File: config.mk
export PLATFORM = sky130hd
export DESIGN_NAME = lsu_split
export DESIGN_NICKNAME = d
export VERILOG_FILES = /design/src/rtl/lsu_split.sv
export SDC_FILE = /design/constraint.sdc
export NUM_CORES = 1
export LEC_CHECK = 0
export CORE_UTILIZATION = 51
export CTS_BUF_LIST = sky130_fd_sc_hd__clkbuf_2
export DETAILED_ROUTE_END_ITERATION = 7
export MAX_ROUTING_LAYER = met4
export PLACE_DENSITY = 0.89
export SYNTH_ARGS = -nofsm -noshare
export SYNTH_HDL_FRONTEND = slang
export SYNTH_SLANG_ARGS = --single-unit
File: constraint.sdc
create_clock -name clk -period 6.5 [get_ports clk]
set_input_delay 0.65 -clock clk [delete_from_list [all_inputs] [get_ports clk]]
set_output_delay 0.65 -clock clk [all_outputs]
set_load 0.1 [all_outputs]
File: src/rtl/lsu_split.sv
// Load/store unit: registered core handshake to a request/grant data bus, with lane steering and load extension.
// Define LSU_MISALIGNED_EN to allow misaligned accesses (bus-crossing ones are split into two beats).
module lsu_split #(
    parameter int DATA_WIDTH = 32,
    parameter int ADDR_WIDTH = 32
) (
    input  logic                    clk,
    input  logic                    rst,
    input  logic                    req_i,
    output logic                    ready_o,
    input  logic                    we_i,
    input  logic [ADDR_WIDTH-1:0]   addr_i,
    input  logic [1:0]              type_i,
    input  logic                    sign_ext_i,
    input  logic [DATA_WIDTH-1:0]   wdata_i,
    output logic                    rvalid_o,
    output logic [DATA_WIDTH-1:0]   rdata_o,
    output logic                    err_o,
    output logic                    bus_req_o,
    input  logic                    bus_gnt_i,
    output logic [ADDR_WIDTH-1:0]   bus_addr_o,
    output logic                    bus_we_o,
    output logic [DATA_WIDTH/8-1:0] bus_be_o,
    output logic [DATA_WIDTH-1:0]   bus_wdata_o,
    input  logic                    bus_rvalid_i,
    input  logic [DATA_WIDTH-1:0]   bus_rdata_i
);

    localparam int BYTES = DATA_WIDTH / 8;
    localparam int BEW   = 2 * BYTES;
    localparam int OFFW  = $clog2(BYTES);
    localparam int SHW   = $clog2(DATA_WIDTH);

    typedef enum logic [2:0] {IDLE, ISSUE1, WAIT1, ISSUE2, WAIT2, DONE} state_t;

    state_t                  state_q, state_d;
    logic                    we_q, we_d;
    logic [ADDR_WIDTH-1:0]   addr_q, addr_d;
    logic [1:0]              type_q, type_d;
    logic                    sext_q, sext_d;
    logic [DATA_WIDTH-1:0]   wdata_q, wdata_d;
    logic                    rvalid_q, rvalid_d;
    logic [DATA_WIDTH-1:0]   rdata_q, rdata_d;
    logic                    err_q, err_d;

    logic                    in_illegal;
    logic [OFFW-1:0]         off;
    logic [SHW-1:0]          shamt;
    logic [BEW-1:0]          be_ones;
    logic [BYTES-1:0]        be1;
    logic [DATA_WIDTH-1:0]   wrot;
    logic [DATA_WIDTH-1:0]   base_addr;
    logic [DATA_WIDTH-1:0]   merged, rot, ext_mask, load_res;
    logic                    sbit;
`ifdef LSU_MISALIGNED_EN
    logic [BEW-1:0]          be_full;
    logic [BYTES-1:0]        be2;
    logic                    crossing;
    logic [DATA_WIDTH-1:0]   merge_q, merge_d;
`endif

    function automatic logic [DATA_WIDTH-1:0] lane_mask(input logic [BYTES-1:0] be);
        logic [DATA_WIDTH-1:0] m;
        m = '0;
        for (int unsigned i = 0; i < BYTES; i++) m[8*i +: 8] = {8{be[i]}};
        return m;
    endfunction

    always_comb begin
        in_illegal = (DATA_WIDTH == 32) && (type_i == 2'b11);
`ifndef LSU_MISALIGNED_EN
        in_illegal = in_illegal || ((addr_i[3:0] & ((4'd1 << type_i) - 4'd1)) != 4'd0);
`endif
    end

    always_comb begin
        off     = addr_q[OFFW-1:0];
        shamt   = {off, 3'b000};
        be_ones = (BEW'(1) << (4'd1 << type_q)) - BEW'(1);
`ifdef LSU_MISALIGNED_EN
        be_full  = be_ones << off;
        be1      = be_full[BYTES-1:0];
        be2      = be_full[BEW-1:BYTES];
        crossing = |be2;
`else
        be1      = BYTES'(be_ones << off);
`endif
        wrot      = (wdata_q << shamt) | (wdata_q >> (DATA_WIDTH - int'(shamt)));
        base_addr = '0;
        base_addr = {addr_q[ADDR_WIDTH-1:OFFW], {OFFW{1'b0}}};
    end

    // Beat-2 lanes are OR-ed onto the beat-1 lanes held in merge_q.
    always_comb begin
        merged = bus_rdata_i & lane_mask(be1);
`ifdef LSU_MISALIGNED_EN
        if (state_q == WAIT2) merged = merge_q | (bus_rdata_i & lane_mask(be2));
`endif
        rot = (merged >> shamt) | (merged << (DATA_WIDTH - int'(shamt)));
        case (type_q)
            2'b00:   begin ext_mask = DATA_WIDTH'(8'hFF);         sbit = rot[7];  end
            2'b01:   begin ext_mask = DATA_WIDTH'(16'hFFFF);      sbit = rot[15]; end
            2'b10:   begin ext_mask = DATA_WIDTH'(32'hFFFF_FFFF); sbit = rot[31]; end
            default: begin ext_mask = '1;                         sbit = rot[DATA_WIDTH-1]; end
        endcase
        load_res = (rot & ext_mask) | (~ext_mask & {DATA_WIDTH{sext_q & sbit}});
    end

    always_comb begin
        state_d  = state_q;
        we_d     = we_q;
        addr_d   = addr_q;
        type_d   = type_q;
        sext_d   = sext_q;
        wdata_d  = wdata_q;
        rvalid_d = 1'b0;
        rdata_d  = '0;
        err_d    = 1'b0;
        case (state_q)
            IDLE: begin
                if (req_i) begin
                    we_d    = we_i;
                    addr_d  = addr_i;
                    type_d  = type_i;
                    sext_d  = sign_ext_i;
                    wdata_d = wdata_i;
                    if (in_illegal) begin
                        state_d  = DONE;
                        rvalid_d = 1'b1;
                        err_d    = 1'b1;
                    end else begin
                        state_d = ISSUE1;
                    end
                end
            end
            ISSUE1: if (bus_gnt_i) state_d = WAIT1;
            WAIT1: begin
                if (bus_rvalid_i) begin
`ifdef LSU_MISALIGNED_EN
                    if (crossing) begin
                        state_d = ISSUE2;
                    end else begin
                        state_d  = DONE;
                        rvalid_d = 1'b1;
                        rdata_d  = we_q ? '0 : load_res;
                    end
`else
                    state_d  = DONE;
                    rvalid_d = 1'b1;
                    rdata_d  = we_q ? '0 : load_res;
`endif
                end
            end
`ifdef LSU_MISALIGNED_EN
            ISSUE2: if (bus_gnt_i) state_d = WAIT2;
            WAIT2: begin
                if (bus_rvalid_i) begin
                    state_d  = DONE;
                    rvalid_d = 1'b1;
                    rdata_d  = we_q ? '0 : load_res;
                end
            end
`endif
            DONE:    state_d = IDLE;
            default: state_d = IDLE;
        endcase
    end

    always_comb begin
        bus_req_o   = 1'b0;
        bus_addr_o  = '0;
        bus_we_o    = 1'b0;
        bus_be_o    = '0;
        bus_wdata_o = '0;
        if (state_q == ISSUE1) begin
            bus_req_o   = 1'b1;
            bus_addr_o  = ADDR_WIDTH'(base_addr);
            bus_we_o    = we_q;
            bus_be_o    = be1;
            bus_wdata_o = wrot;
        end
`ifdef LSU_MISALIGNED_EN
        if (state_q == ISSUE2) begin
            bus_req_o   = 1'b1;
            bus_addr_o  = ADDR_WIDTH'(base_addr) + ADDR_WIDTH'(BYTES);
            bus_we_o    = we_q;
            bus_be_o    = be2;
            bus_wdata_o = wrot;
        end
`endif
    end

    always_ff @(posedge clk or posedge rst) begin
        if (rst) begin
            state_q  <= IDLE;
            we_q     <= 1'b0;
            addr_q   <= '0;
            type_q   <= '0;
            sext_q   <= 1'b0;
            wdata_q  <= '0;
            rvalid_q <= 1'b0;
            rdata_q  <= '0;
            err_q    <= 1'b0;
        end else begin
            state_q  <= state_d;
            we_q     <= we_d;
            addr_q   <= addr_d;
            type_q   <= type_d;
            sext_q   <= sext_d;
            wdata_q  <= wdata_d;
            rvalid_q <= rvalid_d;
            rdata_q  <= rdata_d;
            err_q    <= err_d;
        end
    end

`ifdef LSU_MISALIGNED_EN
    always_comb merge_d = (state_q == WAIT1 && bus_rvalid_i) ? merged : merge_q;

    always_ff @(posedge clk or posedge rst) begin
        if (rst) merge_q <= '0;
        else     merge_q <= merge_d;
    end
`endif

    assign ready_o  = (state_q == IDLE);
    assign rvalid_o = rvalid_q;
    assign rdata_o  = rdata_q;
    assign err_o    = err_q;

endmodule

# == After elaboration in Yosys (flattened, before gate mapping) ==
# Index checks and enable logic that the tools add are counted.
# totals
regBits,105
out_inout_bits,105
# classes
addsub,3
eq_ne,7
shifts,8
mux,20
bitwise_logic,9
reduce_logical,6
# op_table
operator,n
32-bit 2-to-1 mux,5
32-bit AND,3
32-bit OR,3
32-bit case mux with 2 select lines,1
32-bit NOT,1
32-bit by 32-bit << shifter with 32-bit output,1
32-bit by 5-bit << shifter with 32-bit output,1
32-bit by 32-bit >> shifter with 32-bit output,1
32-bit by 5-bit >> shifter with 32-bit output,1
3-bit 2-to-1 mux,4
3-bit case mux with 3 select lines,1
1-bit by 2-bit << shifter with 4-bit output (first input constant),2
1-bit by 4-bit << shifter with 8-bit output (first input constant),1
8-bit by 2-bit << shifter with 4-bit output,1
8-bit by 2-bit subtractor with 8-bit output (second input constant),1
6-bit by 5-bit subtractor with 7-bit output (first input constant),1
1-bit 2-to-1 mux,6
2-bit != test (second input constant),3
4-bit AND,1
4-bit 2-to-1 mux,1
1-bit case mux with 2 select lines,2
4-bit nonzero test,1
4-bit by 1-bit subtractor with 4-bit output (second input constant),1
3-bit by 1-bit == test with 1-bit output (second input constant),1
9 further kinds,9

# == Logic depth before layout (Yosys ltp) ==
# depth
ltp_word,14
depth_mapped,12
ltp_nobuf,7

# == Worst setup path before layout ==
# OpenSTA, ideal clock, no wires.
# synth_timing
path_kind,register -> output
start,register addr_q[0]
end,output bus_wdata_o[19]
arrival_ps,4296
required_time_ps,5850
setup_slack_ps,1554
stages_incl_launch_ff,10
n_path_buf,4
path_cell_list,dfrtp_1 buf_4 inv_1 buf_1 clkbuf_1 ha_1 nor2_1 clkbuf_1 a221oi_1 nor3_1
# synth_between
elab_chain_cells,4
word_cells_on_any_way,5
cone_classes,add/sub (1); shift (2); mux (1); bitwise (1)
# synth_rtl
element,line_no,rtl
start: declaration,38,"logic [ADDR_WIDTH-1:0] addr_q, addr_d;"
start signal: assignment,207,addr_q <= addr_d;
6-bit by 5-bit subtractor with 7-bit output,88,wrot = (wdata_q << shamt) | (wdata_q >> (DATA_WIDTH - int'(shamt)));
32-bit by 32-bit >> shifter with 32-bit output,88,
32-bit OR (*),88,
32-bit 2-to-1 mux (*),175,if (state_q == ISSUE1) begin
end: declaration,24,"output logic [DATA_WIDTH-1:0] bus_wdata_o,"
# Mark *: on every way between the ends. The rest lies on a longest branch, timed or not.

# == Worst setup path in the final report ==
# layout_timing
start,register addr_q[0]
end,output bus_wdata_o[27]
# Same word-level chain as after synthesis.

==> impl_summary.log <==
[metrics] multiplexer fraction of the synthesized cell area: 18.9%
[metrics] Placeable Area: 0.0115 mm2
[metrics] half-perimeter wire length after placement: 12.3 mm
[metrics] launch point of the worst path: addr_q[0]$_DFFE_PP0P_
[metrics] post-synthesis cell area: 0.00603 mm2
[metrics] Post-Synth XOR/XNOR Area: 0%
[metrics] largest incremental delay on the critical path: 0.68 ns
[metrics] # Max-Cap Violations: 0
[metrics] number of buffer and inverter instances along the worst setup path: 2
[metrics] number of remaining DRC errors: 0
[metrics] initial antenna violation count: 0
[metrics] count of mapped cells out of synthesis: 612
[metrics] clk sinks: 105
[metrics] row cnt: 39
[metrics] via count of the first global-routing pass: 5,601
[metrics] startpoint types: flip-flop
[metrics] Initial DRC Count: 460
[metrics] area leader, netlist: dfrtp_1
[metrics] proportion of synthesized chip area in sequential cells: 43.6%
[metrics] Final setup violation count: 0
[metrics] proportion of synthesized flip-flops having asynchronous set or reset: 100%
[metrics] number of buffers inserted by hold repair at cts: 0
[metrics] Required @ worst endpoint: 5.85 ns
[metrics] routability-driven placement congestion ratio: 0.904
[metrics] TNS Setup: 0 ns
[metrics] largest buffer count on any clock path: 2
[metrics] layout overhead on the synthesized area: 34.8%
[metrics] DRT Pass-1 Iters: 6
[metrics] worst reg2reg endpoint: rdata_o[28]$_DFF_PP0_
[metrics] initial core utilization: 52.6%
[metrics] clock period minus final worst setup slack: 4.94 ns
[metrics] clock tree from TritonCTS: built
[metrics] setup repair after global routing missed its margin: false
[metrics] net count reported at finish: 894
[metrics] detail-routed net length per standard cell: 18.8 um
[metrics] Critical Path, Cell by Cell: inv_1, ha_1, o21ai_0, and2_1, a222oi_1, nor2_1, buf_4
[metrics] data arrival time of the worst path: 4.29 ns
[metrics] class of the most critical hold timing path: in -> async
[metrics] result of the run: finished, final reports clean
[metrics] clock slew at reported path FFs: 0.31 ns
[metrics] cell type group with the largest total delay on the critical path: compound AO/OA/AOI/OAI gates
[metrics] share of Yosys cell area claimed by the top area cell type: 43.6%
[metrics] DIE HEIGHT: 111 um
[metrics] Synth area leaders: dfrtp_1 44%, mux2_2 13%, nor2_1 4.1%
[metrics] vias per cell: 6.00
[metrics] pin count of the biggest net entering global routing: 70
[metrics] total clock buffers created by CTS: 9
[metrics] setup slack, reg-to-reg: 2.87 ns
[metrics] Resize count post-CTS: 0
[metrics] startpoint of the lowest-slack register-to-register path: addr_q[0]$_DFFE_PP0P_
[metrics] stages on the worst setup path: 7
[metrics] Overflow after GRT: 0
[metrics] number of enable flip-flop cells after synthesis: 0
[metrics] pre-CTS setup slack: 2.36 ns
[metrics] final WL: 17.5 mm
[metrics] insertion delay to the later sink of the worst-skew pair: 0.59 ns
[metrics] Unique masters post-synth: 49
[metrics] layout cells sized above 1: 17.2%
[metrics] num ports: 210
[metrics] H-tree depth: 3
[metrics] sort of element at the end of the critical path: output port
[metrics] post-synthesis average cell area: 9.85 um2
[metrics] CP endpoint: bus_wdata_o[27]
[metrics] Yosys reg bits: 105
[metrics] flip-flop cell with the highest count after synthesis: dfrtp_1
[metrics] Worst Max-Slew Pin Slew: 1.25 ns
[metrics] CP max-delay cell: o21ai_0
[metrics] number of cells on the worst reg-to-reg path: 7
[metrics] maximum frequency from static timing analysis: 203 MHz
[metrics] hold violation total from the final report: 0
[metrics] count of buffers inserted at the top-level ports: 207
[metrics] total count of max-transition violations in the final report: 0
[metrics] chip width: 111 um
[metrics] worst clock skew: 0.0250 ns
[metrics] Routed Antenna Nets: 0
[metrics] Overall Global Routing Usage: 29.2%
[metrics] fraction of the mapped netlist area in adder cells: 0.623%
[metrics] fraction of the mapped netlist area in compound gates: 17.4%
[metrics] count of yosys warnings during synthesis: 0
[metrics] final antenna diode count: 0
[metrics] Crit Path Class: reg -> out
[metrics] Rel. slew slack: 16.4%
[metrics] combinational family with the most area after synthesis: multiplexers
[metrics] critical path fanouts, max: 23
[metrics] setup repair bufs after CTS: 0
[metrics] fin crit share: 75.9%
[metrics] Post-Synth Simple-Gate Area: 14.6%
[metrics] die area: 0.0123 mm2
[metrics] clock tree root buffer cell: clkbuf_2
[metrics] via count: 5,607
[metrics] crit path setup slack, layout: 1.56 ns
[metrics] first-pass GRT wire length: 28.2 mm
-- layer usage --
layer  vias to the layer above  track usage, %  part of all wire (%)  wire length (um)
li1                       2536               -                     -                 -
met1                      2711            36.2                    41              7150
met2                       303            47.1                    48              8500
met3                        57            4.48                   7.3              1270
met4                         0            13.5                   3.5               611
met5                         -               -                     0                 0
-- final cells by class --
cell class                 instances  area [um2]
fill                             868        3340
multi-input combinational        443        3120
sequential                       105        2630
timing repair buffer             212        2040
tap                              143         179
inverter                          15        58.8
clock buffer                      10        50.0
clock inverter                     6        48.8
-- cells in the mapped netlist, types with 12 or more instances --
library cell	n
mux2i_1	24
a22oi_1	12
mux2_2	70
a211oi_1	15
clkbuf_1	21
a21oi_1	42
nor2b_1	13
buf_2	19
nor3_1	14
inv_1	14
nor2_1	66
nand2_1	35
o21ai_0	37
and2_1	35
dfrtp_1	105
-- through the flow --
stage                     hold slack, ns  cell area (um2)  utilization (%)  cells
after floorplan                    0.472             6030                -    613
after global placement             0.481             8020             70.0    918
after detailed placement           0.487             8020             70.0    918
after CTS                          0.442             8120             70.8    934
after global routing               0.461             8120             70.8    934
final                              0.437             8120             70.8    934
-- worst min-delay path by stage --
stage / startpoint / to / slack [ns] / cells past startpoint
final: rst / addr_q[23]$_DFFE_PP0P_ / 0.44 / 2
after global routing: rst / addr_q[27]$_DFFE_PP0P_ / 0.46 / 2
after CTS: rst / addr_q[23]$_DFFE_PP0P_ / 0.44 / 2
after detailed placement: addr_q[9]$_DFFE_PP0P_ / addr_q[9]$_DFFE_PP0P_ / 0.49 / 1
after global placement: addr_q[24]$_DFFE_PP0P_ / addr_q[24]$_DFFE_PP0P_ / 0.48 / 1
after floorplan: addr_q[10]$_DFFE_PP0P_ / addr_q[10]$_DFFE_PP0P_ / 0.47 / 1
-- placed cells by master (no fill, tap or decap), types with 3 or more instances in the layout --
master,netlist,final
clkdlybuf4s50_1,0,178
dfrtp_1,105,103
mux2_2,70,70
nor2_1,66,66
a21oi_1,42,42
o21ai_0,37,37
nand2_1,35,35
and2_1,35,35
buf_4,4,34
mux2i_1,24,24
a211oi_1,15,15
nor3_1,14,14
inv_1,14,13
nor2b_1,13,13
a22oi_1,12,12
clkbuf_2,0,10
mux2_1,8,8
a222oi_1,8,8
o22a_1,8,8
a2bb2oi_1,8,8
a41oi_1,6,6
a221oi_1,6,6
nand2b_1,5,5
or2_2,3,3
ha_1,3,3
-- registers in the layout, indices dropped and copies added, names as in the netlist --
signal and count:
err_o 1, wdata_q 32, state_q 3, rvalid_o 1, type_q 2, we_q 1
rdata_o 32, sext_q 1, addr_q 32
-- logic make-up (layout without fill, tap and decap cells) --
kind of cell,after synthesis,in the layout
compound gates,154,154
fa+ha+maj,3,3
buf+inv,65,243
flops,105,105
mux,103,103
other cells,1,2
simple gates,181,181
Power is not shown: default switching activity piles up to over one toggle a cycle in this logic, so the estimate is an artifact.
==> variant: new RTL, same flow settings <==
Add a define of `LSU_MISALIGNED_EN`.
--- a/src/rtl/lsu_split.sv
+++ b/src/rtl/lsu_split.sv
@@ -1,5 +1,7 @@
 // Load/store unit: registered core handshake to a request/grant data bus, with lane steering and load extension.
 // Define LSU_MISALIGNED_EN to allow misaligned accesses (bus-crossing ones are split into two beats).
+`define LSU_MISALIGNED_EN
+
 module lsu_split #(
     parameter int DATA_WIDTH = 32,
     parameter int ADDR_WIDTH = 32
Behaviour: not the same (a bounded check fails within 4 cycles, from zero or initial values and one cycle with rst high).
==> variant against the unedited design <==
First-iteration DRC count increased by 95%. Sequential cell count increased by 32. Design area increased by 31%. Worst setup slack got worse by 0.21 ns. Utilization decreased by 4.2 points. Wire length increased by 48%. Area after synthesis increased by 39%. Final cell count increased by 43%. Sequential share of layout area decreased by 0.093 points. Clock skew increased by 0.030 ns. Synthesized cell count increased by 53%. Critical endpoint is now bus_addr_o[29].
Power is left out: the tool's default activity adds up to more than one toggle a clock period on the data nets, which glitch-free logic cannot reach.
==> variant: results (changes against the unedited design) <==
status=complete, no violations; asr flop ratio synth=100.0% (unchanged); Max H-tree Level=4 (+1); Clock Tree Root=clkbuf_2; initial DRC count=895 (+95%); top cells by area, synth=dfrtp_1 (41%), mux2_2 (8.6%), nor2_1 (5.7%), mux2i_1 (5.0%), o21ai_0 (5.0%); Distinct cells, synth=68 (+39%); Total Wirelength=25.96 mm (+48%); first-pass GRT wire length=40.50 mm (+44%); most instantiated cells after synthesis=dfrtp_1 (137), nor2_1 (127), nand2_1 (97); # diodes=0 (unchanged); register area share after synthesis=41.03% (-2.6 points); Clock Path Buffers=2 (unchanged); GR Util All Layers=32.67% (+3.5 points); via total after detailed routing=8062 (+44%); Final Skew=0.05455 ns (+0.02951 ns); CTS clk-pin slew, worst paths=0.22 ns (-0.09 ns); # nets final=1214 (+36%); largest net degree at the start of global routing=79 (+13%); initial antenna violation count=0 (unchanged); GPL Wtd Cong=0.9784 (+8.2%); detailed placer's ending HPWL=18.24 mm (+48%); Max-slew headroom=30.38% (+14 points); Worst-Skew Late Latency=0.78 ns (+0.19 ns); synth warn=0 (unchanged); CTS resizes=0 (unchanged); number of port buffers=207 (unchanged); number of buffers created by CTS=17 (+8); post-CTS setup buffer count=0 (unchanged); max-cap check violation count=0 (unchanged); vias in the first global route=7689 (+37%); crit-path max FO=25 (+8.7%); DR pass1 iterations=7 (+1); fraction of layout cells with a size suffix above 1=14.15% (-3.0 points); HP Class=in -> async
variant: cell types whose count changed after synthesis, sizes merged, moves of 30 or more:
cell and change:
and2 -30, nor2 +60, nand2 +62, dfrtp +32, o22ai +33, o21ai +48
variant: final cells by class:
class / instances / area (um^2)
clock buffer: 18 / 90.09
inverter: 16 / 65.06
timing repair buffer: 214 / 2044
fill: 1307 / 5320
sequential: 137 / 3430
multi-input combinational: 718 / 4567
clock inverter: 14 / 156.4
tap: 216 / 270.3
variant: worst paths after layout:
path	slack, ns	depth (start not counted)	start	end
worst max-delay path	1.35	8	state_q[1]	bus_addr_o[29]
max in group asynchronous	4.77	3	rst	addr_q[0]
min in group clk	0.41	3	addr_i[0]	addr_q[0]
worst min register to register	0.51	2	merge_q[29]	merge_q[29]
worst min-delay path	0.27	2	rst	addr_q[17]
worst max register to register	2.44	9	addr_q[0]	rdata_o[31]
variant: through the flow:
stage	hold slack [ns]	setup WS, ns	instances	util [%]	instance area, um^2
2_1_floorplan	0.4497	1.608	937	-	8359
3_3_place_gp	0.4618	2.252	1301	65.08	10380
3_5_place_dp	0.4710	2.187	1301	65.08	10380
4_1_cts	0.2721	1.342	1333	66.63	10620
5_1_grt	0.3086	1.026	1333	66.63	10620
6_report	0.2735	1.354	1333	66.63	10620
variant: cells by family (layout without fill, tap and decap cells):
kind of cell | count (synthesis) | in the layout | share of synthesized area [%]
mux | 106 | 106 | 13.66
buf+inv | 82 | 262 | 4.418
flops | 137 | 137 | 41.03
other cells | 1 | 2 | 0.04488
simple gates | 311 | 311 | 16.82
xor+xnor | 27 | 27 | 2.830
compound gates | 267 | 267 | 20.46
fa+ha+maj | 5 | 5 | 0.7487
variant: layer usage:
| layer | vias up | global-route usage, % | wire length, um |
|---|---|---|---|
| met2 | 436 | 49.58 | 11940 |
| met5 | - | - | 0 |
| met1 | 3853 | 41.16 | 10710 |
| li1 | 3702 | - | - |
| met3 | 71 | 7.913 | 2320 |
| met4 | 0 | 15.32 | 992 |
variant: worst max-delay path: stages (launching register included):
cell	delay [ns]
dfrtp_1	0.92
and3_1	0.30
nor3b_2	0.33
and4_1	0.37
nor3b_2	0.28
nand4_1	0.14
xor2_1	0.16
nor2_1	0.10
clkdlybuf4s50_1	1.15
